[config.mk]
export PLATFORM = sky130hd
export DESIGN_NAME = tl_ram_device
export DESIGN_NICKNAME = d
export VERILOG_FILES = /design/src/rtl/tl_pkg.sv /design/src/rtl/tl_ram_rsp_fifo.sv /design/src/rtl/tl_ram_device.sv
export SDC_FILE = /design/constraint.sdc
export NUM_CORES = 1
export LEC_CHECK = 0
export CORE_AREA = 2 2 145 147
export DETAILED_ROUTE_END_ITERATION = 12
export DIE_AREA = 0 0 147 149
export MAX_ROUTING_LAYER = met4
export PLACE_DENSITY = 0.82
export SETUP_SLACK_MARGIN = 0.1
export SLEW_MARGIN = 5
export SYNTH_ARGS = -nofsm -noshare
export SYNTH_HDL_FRONTEND = slang
export SYNTH_SLANG_ARGS = --single-unit
[constraint.sdc]
create_clock -name clk_i -period 11.4 [get_ports clk_i]
set_clock_uncertainty 0.05 [all_clocks]
set_input_delay 2.28 -clock clk_i [delete_from_list [all_inputs] [get_ports clk_i]]
set_output_delay 2.28 -clock clk_i [all_outputs]
set_load 0.01 [all_outputs]
[src/rtl/tl_pkg.sv]
// TileLink-UL shared types: A/D opcode enums, packed beat structs, beat-count helper.
`ifndef TL_PKG_SV
`define TL_PKG_SV

`define TL_DECLARE(DW, AW, SZW, SRCW, SNKW) \
    typedef struct packed {                 \
        tl_a_op_e          opcode;          \
        logic [2:0]        param;           \
        logic [(SZW)-1:0]  size;            \
        logic [(SRCW)-1:0] source;          \
        logic [(AW)-1:0]   address;         \
        logic [(DW)/8-1:0] mask;            \
        logic              corrupt;         \
        logic [(DW)-1:0]   data;            \
    } tl_a_t;                               \
    typedef struct packed {                 \
        tl_d_op_e          opcode;          \
        logic [2:0]        param;           \
        logic [(SZW)-1:0]  size;            \
        logic [(SRCW)-1:0] source;          \
        logic [(SNKW)-1:0] sink;            \
        logic              denied;          \
        logic              corrupt;         \
        logic [(DW)-1:0]   data;            \
    } tl_d_t;

package tl_pkg;

    localparam int unsigned TL_DW   = 64;
    localparam int unsigned TL_AW   = 56;
    localparam int unsigned TL_SZW  = 3;
    localparam int unsigned TL_SRCW = 1;
    localparam int unsigned TL_SNKW = 1;

    typedef enum logic [2:0] {
        PutFullData    = 3'd0,
        PutPartialData = 3'd1,
        ArithmeticData = 3'd2,
        LogicalData    = 3'd3,
        Get            = 3'd4,
        Intent         = 3'd5
    } tl_a_op_e;

    typedef enum logic [2:0] {
        AccessAck     = 3'd0,
        AccessAckData = 3'd1
    } tl_d_op_e;

    `TL_DECLARE(TL_DW, TL_AW, TL_SZW, TL_SRCW, TL_SNKW)

    // Beats in a burst: max(1, 2^size >> off_bits). Sizes beyond eight beats
    // are outside the supported range and are clamped to eight.
    function automatic logic [3:0] beats_of(input logic [TL_SZW-1:0] size,
                                            input int unsigned off_bits);
        int unsigned s;
        s = int'(size);
        if (s <= off_bits) begin
            return 4'd1;
        end else if ((s - off_bits) >= 3) begin
            return 4'd8;
        end else begin
            return 4'(1 << (s - off_bits));
        end
    endfunction

endpackage

`endif

[src/rtl/tl_ram_rsp_fifo.sv]
// Two-entry first-word-fall-through buffer of D-channel beats.
module tl_ram_rsp_fifo
    import tl_pkg::*;
(
    input  logic       clk,
    input  logic       rst,
    input  logic       push,
    input  tl_d_t      wdata,
    input  logic       pop,
    output tl_d_t      rdata,
    output logic       valid,
    output logic       full,
    output logic [1:0] count
);

    tl_d_t      mem [2];
    logic       wr_ptr;
    logic       rd_ptr;
    logic       do_push;
    logic       do_pop;

    assign valid   = (count != 2'd0);
    assign full    = (count == 2'd2);
    assign do_pop  = pop && valid;
    assign do_push = push && (!full || do_pop);
    assign rdata   = mem[rd_ptr];

    // Pointer and occupancy tracking.
    always_ff @(posedge clk) begin
        if (rst) begin
            wr_ptr <= 1'b0;
            rd_ptr <= 1'b0;
            count  <= 2'd0;
        end else begin
            if (do_push) wr_ptr <= ~wr_ptr;
            if (do_pop)  rd_ptr <= ~rd_ptr;
            case ({do_push, do_pop})
                2'b10:   count <= count + 2'd1;
                2'b01:   count <= count - 2'd1;
                default: count <= count;
            endcase
        end
    end

    // Storage, no reset needed: contents are only observed while valid.
    always_ff @(posedge clk) begin
        if (do_push) mem[wr_ptr] <= wdata;
    end

endmodule

[src/rtl/tl_ram_device.sv]
// TileLink-UL device backed by a single-port synchronous SRAM.
// Optional macro TL_RAM_RANGE_CHECK_EN: deny requests beyond DepthWords.
module tl_ram_device
    import tl_pkg::*;
#(
    parameter int unsigned DepthWords = 8192
) (
    input  logic                          clk_i,
    input  logic                          rst_i,
    input  logic                          tl_a_valid_i,
    output logic                          tl_a_ready_o,
    input  tl_a_t                         tl_a_i,
    output logic                          tl_d_valid_o,
    input  logic                          tl_d_ready_i,
    output tl_d_t                         tl_d_o,
    output logic                          sram_req_o,
    output logic                          sram_we_o,
    output logic [$clog2(DepthWords)-1:0] sram_addr_o,
    output logic [TL_DW/8-1:0]            sram_wmask_o,
    output logic [TL_DW-1:0]              sram_wdata_o,
    input  logic [TL_DW-1:0]              sram_rdata_i
);

    localparam int unsigned OffBits = $clog2(TL_DW / 8);
    localparam int unsigned IW      = $clog2(DepthWords);

    typedef enum logic [1:0] {IDLE, READ, WRITE, DRAIN} state_e;

    state_e              state_q, state_d;
    logic [3:0]          cnt_q, cnt_d;
    logic [3:0]          last_q, last_d;
    logic [IW-1:0]       idx_q, idx_d;
    logic [TL_SZW-1:0]   size_q, size_d;
    logic [TL_SRCW-1:0]  src_q, src_d;
    logic                err_q, err_d;
    logic                den_q, den_d;
    logic                intent_q, intent_d;
    logic                inflight_q, inflight_d;

    logic                a_ready;
    logic                sram_req;
    logic [IW-1:0]       a_idx;
    logic [IW-1:0]       beat_idx;
    logic [3:0]          a_last;
    logic                range_err;
    logic                push_en;
    tl_d_t               push_beat;
    tl_d_t               fifo_beat;
    logic                fifo_valid;
    logic                fifo_full;
    logic [1:0]          fifo_count;
    logic                unused_a;

    assign a_idx    = tl_a_i.address[OffBits +: IW];
    assign beat_idx = idx_q + IW'(cnt_q);
    assign a_last   = beats_of(tl_a_i.size, OffBits) - 4'd1;
    assign unused_a = ^{tl_a_i.param, tl_a_i.address};

`ifdef TL_RAM_RANGE_CHECK_EN
    assign range_err = (tl_a_i.address >> OffBits) >= TL_AW'(DepthWords);
`else
    assign range_err = 1'b0;
`endif

    assign tl_a_ready_o = a_ready;
    assign sram_req_o   = sram_req && !rst_i;
    assign tl_d_valid_o = fifo_valid && !rst_i;
    assign tl_d_o       = fifo_beat;

    // Registered request context and FSM state.
    always_ff @(posedge clk_i) begin
        if (rst_i) begin
            state_q    <= IDLE;
            cnt_q      <= '0;
            last_q     <= '0;
            idx_q      <= '0;
            size_q     <= '0;
            src_q      <= '0;
            err_q      <= 1'b0;
            den_q      <= 1'b0;
            intent_q   <= 1'b0;
            inflight_q <= 1'b0;
        end else begin
            state_q    <= state_d;
            cnt_q      <= cnt_d;
            last_q     <= last_d;
            idx_q      <= idx_d;
            size_q     <= size_d;
            src_q      <= src_d;
            err_q      <= err_d;
            den_q      <= den_d;
            intent_q   <= intent_d;
            inflight_q <= inflight_d;
        end
    end

    // Next-state, SRAM strobes and response generation.
    always_comb begin
        state_d    = state_q;
        cnt_d      = cnt_q;
        last_d     = last_q;
        idx_d      = idx_q;
        size_d     = size_q;
        src_d      = src_q;
        err_d      = err_q;
        den_d      = den_q;
        intent_d   = intent_q;
        inflight_d = 1'b0;

        a_ready      = 1'b0;
        sram_req     = 1'b0;
        sram_we_o    = 1'b0;
        sram_addr_o  = beat_idx;
        sram_wmask_o = '0;
        sram_wdata_o = '0;

        push_en          = 1'b0;
        push_beat        = '0;
        push_beat.opcode = AccessAck;
        push_beat.size   = size_q;
        push_beat.source = src_q;

        // A read issued last cycle returns now; error reads carry no data.
        if (inflight_q) begin
            push_en           = 1'b1;
            push_beat.opcode  = AccessAckData;
            push_beat.denied  = err_q;
            push_beat.corrupt = err_q;
            push_beat.data    = err_q ? '0 : sram_rdata_i;
        end

        case (state_q)
            IDLE: begin
                a_ready = !rst_i && !inflight_q && !fifo_full;
                if (tl_a_valid_i && a_ready) begin
                    size_d   = tl_a_i.size;
                    src_d    = tl_a_i.source;
                    idx_d    = a_idx;
                    last_d   = a_last;
                    cnt_d    = 4'd1;
                    err_d    = range_err;
                    den_d    = tl_a_i.corrupt || range_err;
                    intent_d = 1'b0;
                    push_beat.size   = tl_a_i.size;
                    push_beat.source = tl_a_i.source;
                    case (tl_a_i.opcode)
                        Get: begin
                            cnt_d   = 4'd0;
                            state_d = READ;
                        end
                        PutFullData, PutPartialData: begin
                            if (!tl_a_i.corrupt && !range_err) begin
                                sram_req     = 1'b1;
                                sram_we_o    = 1'b1;
                                sram_addr_o  = a_idx;
                                sram_wmask_o = tl_a_i.mask;
                                sram_wdata_o = tl_a_i.data;
                            end
                            if (a_last == 4'd0) begin
                                push_en          = 1'b1;
                                push_beat.denied = tl_a_i.corrupt || range_err;
                            end else begin
                                state_d = WRITE;
                            end
                        end
                        ArithmeticData, LogicalData: begin
                            push_en           = 1'b1;
                            push_beat.opcode  = AccessAckData;
                            push_beat.denied  = 1'b1;
                            push_beat.corrupt = 1'b1;
                            if (a_last != 4'd0) state_d = DRAIN;
                        end
                        default: begin
                            intent_d = 1'b1;
                            if (a_last == 4'd0) begin
                                push_en          = 1'b1;
                                push_beat.denied = 1'b1;
                            end else begin
                                state_d = DRAIN;
                            end
                        end
                    endcase
                end
            end

            READ: begin
                // Never let buffered plus in-flight beats exceed the FIFO.
                if (({1'b0, fifo_count} + {2'b00, inflight_q}) < 3'd2) begin
                    sram_req   = !err_q;
                    inflight_d = 1'b1;
                    cnt_d      = cnt_q + 4'd1;
                    if (cnt_q == last_q) state_d = IDLE;
                end
            end

            WRITE: begin
                a_ready = !rst_i && ((cnt_q != last_q) || !fifo_full);
                if (tl_a_valid_i && a_ready) begin
                    if (!tl_a_i.corrupt && !err_q) begin
                        sram_req     = 1'b1;
                        sram_we_o    = 1'b1;
                        sram_wmask_o = tl_a_i.mask;
                        sram_wdata_o = tl_a_i.data;
                    end
                    den_d = den_q || tl_a_i.corrupt;
                    if (cnt_q == last_q) begin
                        push_en          = 1'b1;
                        push_beat.denied = den_q || tl_a_i.corrupt;
                        state_d          = IDLE;
                    end else begin
                        cnt_d = cnt_q + 4'd1;
                    end
                end
            end

            DRAIN: begin
                a_ready = !rst_i && ((intent_q && (cnt_q != last_q)) || !fifo_full);
                if (tl_a_valid_i && a_ready) begin
                    if (!intent_q) begin
                        push_en           = 1'b1;
                        push_beat.opcode  = AccessAckData;
                        push_beat.denied  = 1'b1;
                        push_beat.corrupt = 1'b1;
                    end else if (cnt_q == last_q) begin
                        push_en          = 1'b1;
                        push_beat.denied = 1'b1;
                    end
                    if (cnt_q == last_q) state_d = IDLE;
                    else                 cnt_d   = cnt_q + 4'd1;
                end
            end

            default: state_d = IDLE;
        endcase
    end

    tl_ram_rsp_fifo u_rsp_fifo (
        .clk   (clk_i),
        .rst   (rst_i),
        .push  (push_en),
        .wdata (push_beat),
        .pop   (tl_d_valid_o && tl_d_ready_i),
        .rdata (fifo_beat),
        .valid (fifo_valid),
        .full  (fifo_full),
        .count (fifo_count)
    );

endmodule

==> results of run 1 <==
[sequential cells by signal (all words and copies together) (netlist names), named ones only]
signal             flops
cnt_q                  4
den_q                  1
idx_q                 13
inflight_q             1
intent_q               1
last_q                 3
size_q                 3
src_q                  1
state_q                2
u_rsp_fifo.count       2
u_rsp_fifo.mem       142
u_rsp_fifo.rd_ptr      1
u_rsp_fifo.wr_ptr      1
[worst max-delay path by stage]
stage                      from                    to  slack (ns)  depth (start not counted)
floorplan           tl_a_i[130]  u_rsp_fifo.mem[0][0]        3.64                         12
global placement          rst_i       sram_wdata_o[9]        2.53                         10
detailed placement        rst_i       sram_wmask_o[7]        2.52                         10
CTS                       rst_i       sram_wmask_o[7]        2.51                         10
global route              rst_i       sram_wdata_o[9]        2.24                         10
finish                    rst_i      sram_wdata_o[10]        2.51                         10
[worst reg2reg max path, cell delays in order, from the launching register on]
cell and delay [ns]:
dfxtp_1 0.33, inv_1 0.15, ha_1 0.35, nor2b_1 0.30, and3_1 0.75, o211ai_1 0.19
a21oi_1 0.35, nor2_1 0.16, nor2_4 0.11, buf_4 0.70
[Yosys cell counts, drive strengths merged (2+ instances only)]
library cell	number	share of area, %
o211ai	3	0.26
a21oi	43	2.5
o21a	2	0.17
nor2	34	1.6
buf	20	2.0
o21ai	14	0.81
a21boi	2	0.17
a21o	2	0.17
nand2	48	2.1
nand2b	4	0.38
ha	16	2.3
edfxtp	142	49
and3	3	0.22
inv	13	0.57
nand3	7	0.41
or2	2	0.17
o31ai	2	0.17
xor2	8	0.81
nand4	3	0.22
or3	2	0.15
o22ai	3	0.22
or4	3	0.26
and2	65	4.7
nor2b	81	8.2
a31oi	5	0.36
dfxtp	34	7.9
mux2	73	9.5
xnor2	9	0.91
nor3	6	0.35
clkbuf	22	0.96
nor4	2	0.22
[power breakdown]
part           switching (mW)  total, mW  internal, mW
combinational           0.400      0.828         0.428
clock                   0.258      0.567         0.309
sequential             0.0616      0.946         0.884
[area by class of cell]
type | instances | area (um2)
well taps | 275 | 344
fillers | 1609 | 7980
diodes | 1 | 2.50
inverters | 13 | 48.8
clock buffers | 17 | 425
flip-flops and latches | 176 | 4950
repair buffers | 325 | 3240
clock inverters | 14 | 153
multi-input cells | 462 | 3410
[metal layers]
metal  vias to the layer above  share of wire, %
met5                         -                 0
met4                         0               1.1
met3                        20               7.5
met2                       215                48
met1                      2948                43
li1                       3024                 -
[cells by family (layout without fill, tap and decap cells)]
family | count (synthesis) | count (layout) | share of synthesized area [%]
flip-flops | 176 | 176 | 57.3
buffers and inverters | 55 | 369 | 3.57
AO/OA/AOI/OAI | 84 | 84 | 5.76
other | 1 | 7 | 0.0435
AND/OR/NAND/NOR | 264 | 264 | 19.4
multiplexers | 74 | 74 | 9.65
XOR/XNOR | 17 | 17 | 1.73
adder cells (fa/ha/maj) | 17 | 17 | 2.55
[through the flow]
stage          cells  cell area, um2
2_1_floorplan    693            8640
3_3_place_gp    1251           12000
3_5_place_dp    1251           12000
4_1_cts         1282           12600
5_1_grt         1283           12600
6_report        1283           12600
==> metrics.csv, run 1 <==
stage,metric,value,unit
cts,"Reg clk slew, reported paths",0.07,ns
worst_setup_path,Critical Setup Path Class,in2out,
routing,Residual DRC,0,
timing,RSZ-0062 raised after global routing,no,
worst_setup_path,Critical R2R Launch,state_q[1],
grt,initial antenna violation count,1,
routing,post-route ant nets,0,
routing,Routed WL,21700,um
cts,CTS tree,built,
grt,GR peak layer,met2,
synth,"Cell Area, Synth",0.00863,mm2
floorplanning,die area,0.0219,mm2
worst_hold_path,min-delay src,idx_q[2],
worst_hold_path,hold depth,2,
placed_design,port bufs,320,
routing,routed vias/inst,4.84,
cts,H-tree depth,4,
cts,CTS buffer count,17,
worst_setup_path,CP Launch Type,input port,
timing,Final WS setup,2.51,ns
worst_setup_path,largest fanout on the critical path,42,
cts,worst skew pair latency,0.43,ns
synth,register area share after synthesis,57.3,%
worst_setup_path,R2R depth,9,
power_and_ir_drop,worst vdd ir,117,uV
grt,pin count of the biggest net entering global routing,72,
worst_setup_path,WP data required,9.07,ns
cts,clk root buf,clkbuf_16,
worst_setup_path,Critical Path AT,6.56,ns
timing,Hold Worst Slack,0.414,ns
layout,layout cell share with drive strength beyond 1,18.2,%
worst_hold_path,Hold Crit Class,reg2reg,
timing,setup_tns,0,ns
worst_setup_path,crit-path cells,"clkdlybuf4s50_1, buf_4, nand2b_4, nor2_4, nand2_2, or4_1, o31a_4, buf_4, nor2b_1, clkdlybuf4s50_1",
synth,Post-synth EDFFs,142,
worst_setup_path,CP max stage delay,0.74,ns
timing,slew margin rel.,29.8,%
cts,post_cts resized,0,
timing,Worst-Margin Slew,1.05,ns
routing,via count,6207,
floorplanning,core area,0.0206,mm2
synth,"Async S/R FF share, synth",0,%
synth,Synth Register Bits,176,
timing,fin crit period,8.89,ns
timing,final setup vio count,0,
timing,Slew Limit Fails,0,
grt,total track usage,20.0,%
worst_setup_path,worst flop-to-flop path endpoint,u_rsp_fifo.mem[0][37],
synth,Synth Flop Type,edfxtp_1,
cts,CTS Sinks,176,
layout,area growth from synthesis to layout,45.8,%
layout,Final #Nets,1219,
job,Max-cap violations,0,
grt,first-pass GRT wire length,33100,um
layout,"commonest non-fill, non-tap cell in the layout",clkdlybuf4s50_1,
synth,Synth Warn #,0,
timing,Fmax achieved,112,MHz
routing,WL per Instance,16.9,um
cts,Post-CTS Setup Inserts,0,
grt,vias in the first global route,6139,
synth,Post-Synthesis Cells,688,
placed_design,DP Worst Slack,2.52,ns
power_and_ir_drop,total power,2.34,mW
floorplanning,Die X,147,um
layout,most frequent cells in the layout,"clkdlybuf4s50_1, edfxtp_1, mux2_2",
power_and_ir_drop,Static Leakage,4.43,nW
layout,Final Util,61.2,%
floorplanning,Initial Util,42.0,%
grt,met2 GRT Util,31.9,%
routing,DRT Pass-1 Iters,4,
timing,final critical-path share of the clock period,78.0,%
cts,Post-CTS Hold Buffers,0,
synth,Cell variety after synth,59,
cts,Clock Path Buffers,2,
floorplanning,Die Y-Extent,149,um
floorplanning,I/O Pins,373,
grt,met3 Usage GRT,4.98,%
placed_design,GP Congestion,0.848,
synth,Syn Area/Cell,12.5,um2
worst_setup_path,"CP delay by family, top",buffers and inverters,
worst_setup_path,Reg2Reg Setup Slack,7.48,ns
timing,"Hold Vio Cnt, Final",0,
worst_hold_path,WHS Endpoint,idx_q[2],
grt,GRT met1 Usage,26.1,%
outcome,status,"finished, final reports clean",
power_and_ir_drop,pwr/cell area,186,mW/mm2
placed_design,Final HPWL DP,15100,um
floorplanning,Row Count,53,
worst_setup_path,crit path max-delay cell type,o31a_4,
worst_setup_path,Critical path buffers and inverters,4,
grt,total congestion overflow,0,
routing,1st-iter DRT viols,420,
worst_setup_path,Setup crit end kind,output pin,
(Power assumes the default switching activity.)
==> run 2: changes to the inputs <==
Clock period 11.4 ns to 8.2 ns, I/O delays scaled along.
==> run 2 against run 1 <==
  * Worst setup slack got worse by 1.5 ns
  * Clock-buffer cell count did not move
  * Die area did not move
  * Largest cell class unchanged
  * Sequential share of layout area barely moved
  * Critical path type unchanged
  * Final cell count did not move
  * Via count fell by 0.31%
  * Sequential power rose by 38%
  * Non-clock buffer count did not move
  * Global-route usage fell by 0.23 points
  * First-iteration DRC count fell by 1.4%
  * Utilization barely moved
  * Clock power rose by 41%
==> metrics.csv, run 2 (synthesis gave the netlist of run 1 again) <==
stage,metric,value,unit
power_and_ir_drop,clock power share,24.5,%
timing,slew margin rel.,32.5,%
worst_setup_path,crit path max-delay cell type,buf_4,
layout,diodes inserted,0,
routing,1st-iter DRT viols,414,
routing,Routed WL,22000,um
floorplanning,die area,0.0219,mm2
grt,total congestion overflow,0,
layout,max FFs per register,142,
cts,Post-CTS Hold Buffers,0,
layout,Final Util,61.2,%
routing,WL per Instance,17.1,um
power_and_ir_drop,Int Power,2.26,mW
worst_setup_path,Critical Path AT,5.45,ns
worst_setup_path,Setup crit end kind,output pin,
routing,via count,6188,
timing,"Hold Vio Cnt, Final",0,
cts,CTS tree,built,
grt,initial antenna violation count,0,
grt,pin count of the biggest net entering global routing,72,
layout,layout cell share with drive strength beyond 1,18.3,%
cts,"Reg clk slew, reported paths",0.07,ns
timing,final setup vio count,0,
timing,Slew Limit Fails,0,
power_and_ir_drop,Switching Share,31.0,%
grt,total track usage,19.8,%
cts,worst skew pair latency,0.43,ns
power_and_ir_drop,Static Leakage,4.45,nW
routing,DRT Pass-1 Iters,6,
timing,Fmax achieved,140,MHz
timing,RSZ-0062 raised after global routing,no,
placed_design,Post-Place Cells,1251,
grt,vias in the first global route,5952,
floorplanning,Initial Util,42.0,%
power_and_ir_drop,Comb pwr share,35.4,%
job,Max-cap violations,0,
worst_setup_path,CP Launch Type,input port,
cts,clk root buf,clkbuf_16,
outcome,status,"finished, final reports clean",
timing,Worst-Margin Slew,1.01,ns
grt,first-pass GRT wire length,32700,um
placed_design,Final HPWL DP,15400,um
cts,post_cts resized,0,
placed_design,area post-placement,0.0120,mm2
layout,most frequent cells in the layout,"clkdlybuf4s50_1, edfxtp_1, mux2_2",
placed_design,port bufs,320,
timing,Hold Worst Slack,0.413,ns
timing,fin crit period,7.14,ns
floorplanning,Row Count,53,
floorplanning,Die Y-Extent,149,um
power_and_ir_drop,pwr/cell area,260,mW/mm2
worst_setup_path,largest fanout on the critical path,56,
cts,CTS buffer count,17,
worst_hold_path,Hold Crit Class,reg2reg,
worst_setup_path,CP max stage delay,0.76,ns
placed_design,GP Congestion,0.844,
layout,Top Registers,"u_rsp_fifo.mem (142), idx_q (13), cnt_q (4)",
cts,CTS Sinks,176,
power_and_ir_drop,P_sw,1.02,mW
routing,Residual DRC,0,
layout,design area,0.0126,mm2
layout,Biggest register,u_rsp_fifo.mem,
worst_setup_path,most frequent CP cell,clkdlybuf4s50_1,
worst_setup_path,WP data required,6.51,ns
worst_setup_path,Critical Setup Path Class,in2out,
layout,Layout Cells excl Fill,1283,
routing,post-route ant nets,0,
cts,H-tree depth,4,
layout,area growth from synthesis to layout,45.9,%
floorplanning,I/O Pins,373,
worst_setup_path,crit-path cells,"clkdlybuf4s50_1, nand2b_4, nor2_4, nand2_2, or4_1, o31a_4, buf_4, nor2b_1, clkdlybuf4s50_1",
floorplanning,Die X,147,um
routing,routed vias/inst,4.82,
timing,final critical-path share of the clock period,87.1,%
floorplanning,core area,0.0206,mm2
layout,"commonest non-fill, non-tap cell in the layout",clkdlybuf4s50_1,
layout,Final #Nets,1219,
power_and_ir_drop,Sequential Power Share,40.1,%
cts,Post-CTS Setup Inserts,0,
timing,setup_tns,0,ns
cts,Clock Path Buffers,2,
power_and_ir_drop,worst vdd ir,197,uV
[run 2: cell count changes in the layout (fill, tap and decap cells not counted)]
cell / change
clkinv_4: +1
clkinv_2: +1
clkinvlp_4: -3
inv_6: +2
diode_2: -1
[run 2: final timing paths]
check / start / to / depth (start not counted) / slack, ns
min: idx_q[0] / idx_q[0] / 2 / 0.41
min reg2reg: idx_q[0] / idx_q[0] / 2 / 0.41
max reg2reg: state_q[1] / u_rsp_fifo.mem[1][2] / 8 / 4.28
max: rst_i / sram_wdata_o[9] / 9 / 1.06
[run 2: final cells by class]
class	instances	area (um2)
multi-input cells	462	3410
clock buffers	17	425
repair buffers	325	3240
well taps	275	344
clock inverters	15	161
inverters	13	48.8
flip-flops and latches	176	4950
fillers	1634	7970
[run 2: metal layers]
| layer | wire length (um) | global-route usage, % | vias up |
|---|---|---|---|
| li1 | - | - | 3034 |
| met1 | 9760 | 26.6 | 2909 |
| met2 | 10600 | 31.4 | 226 |
| met3 | 1450 | 3.88 | 19 |
| met4 | 190 | 4.47 | 0 |
| met5 | 0 | - | - |
[run 2: stage by stage]
step / power (mW) / setup slack [ns]
after floorplan: 1.92 / 1.08
after global placement: 2.47 / 1.11
after detailed placement: 2.49 / 1.05
after CTS: 3.31 / 1.05
after global routing: 3.43 / 0.783
final: 3.27 / 1.06
[run 2: power by group through the flow]
stage	clock, mW	sequential (mW)	combinational (mW)
after floorplan	0	1.31	0.616
after global placement	0	1.32	1.15
after detailed placement	0	1.34	1.16
after CTS	0.823	1.32	1.17
after global routing	0.855	1.33	1.24
final	0.802	1.31	1.16
[run 2: critical path: cells and delay by family]
| family | cells | cell delay, ns |
|---|---|---|
| buffers and inverters | 3 | 1.80 |
| and+or+nand+nor | 5 | 1.46 |
| AOI/OAI and AO/OA | 1 | 0.52 |
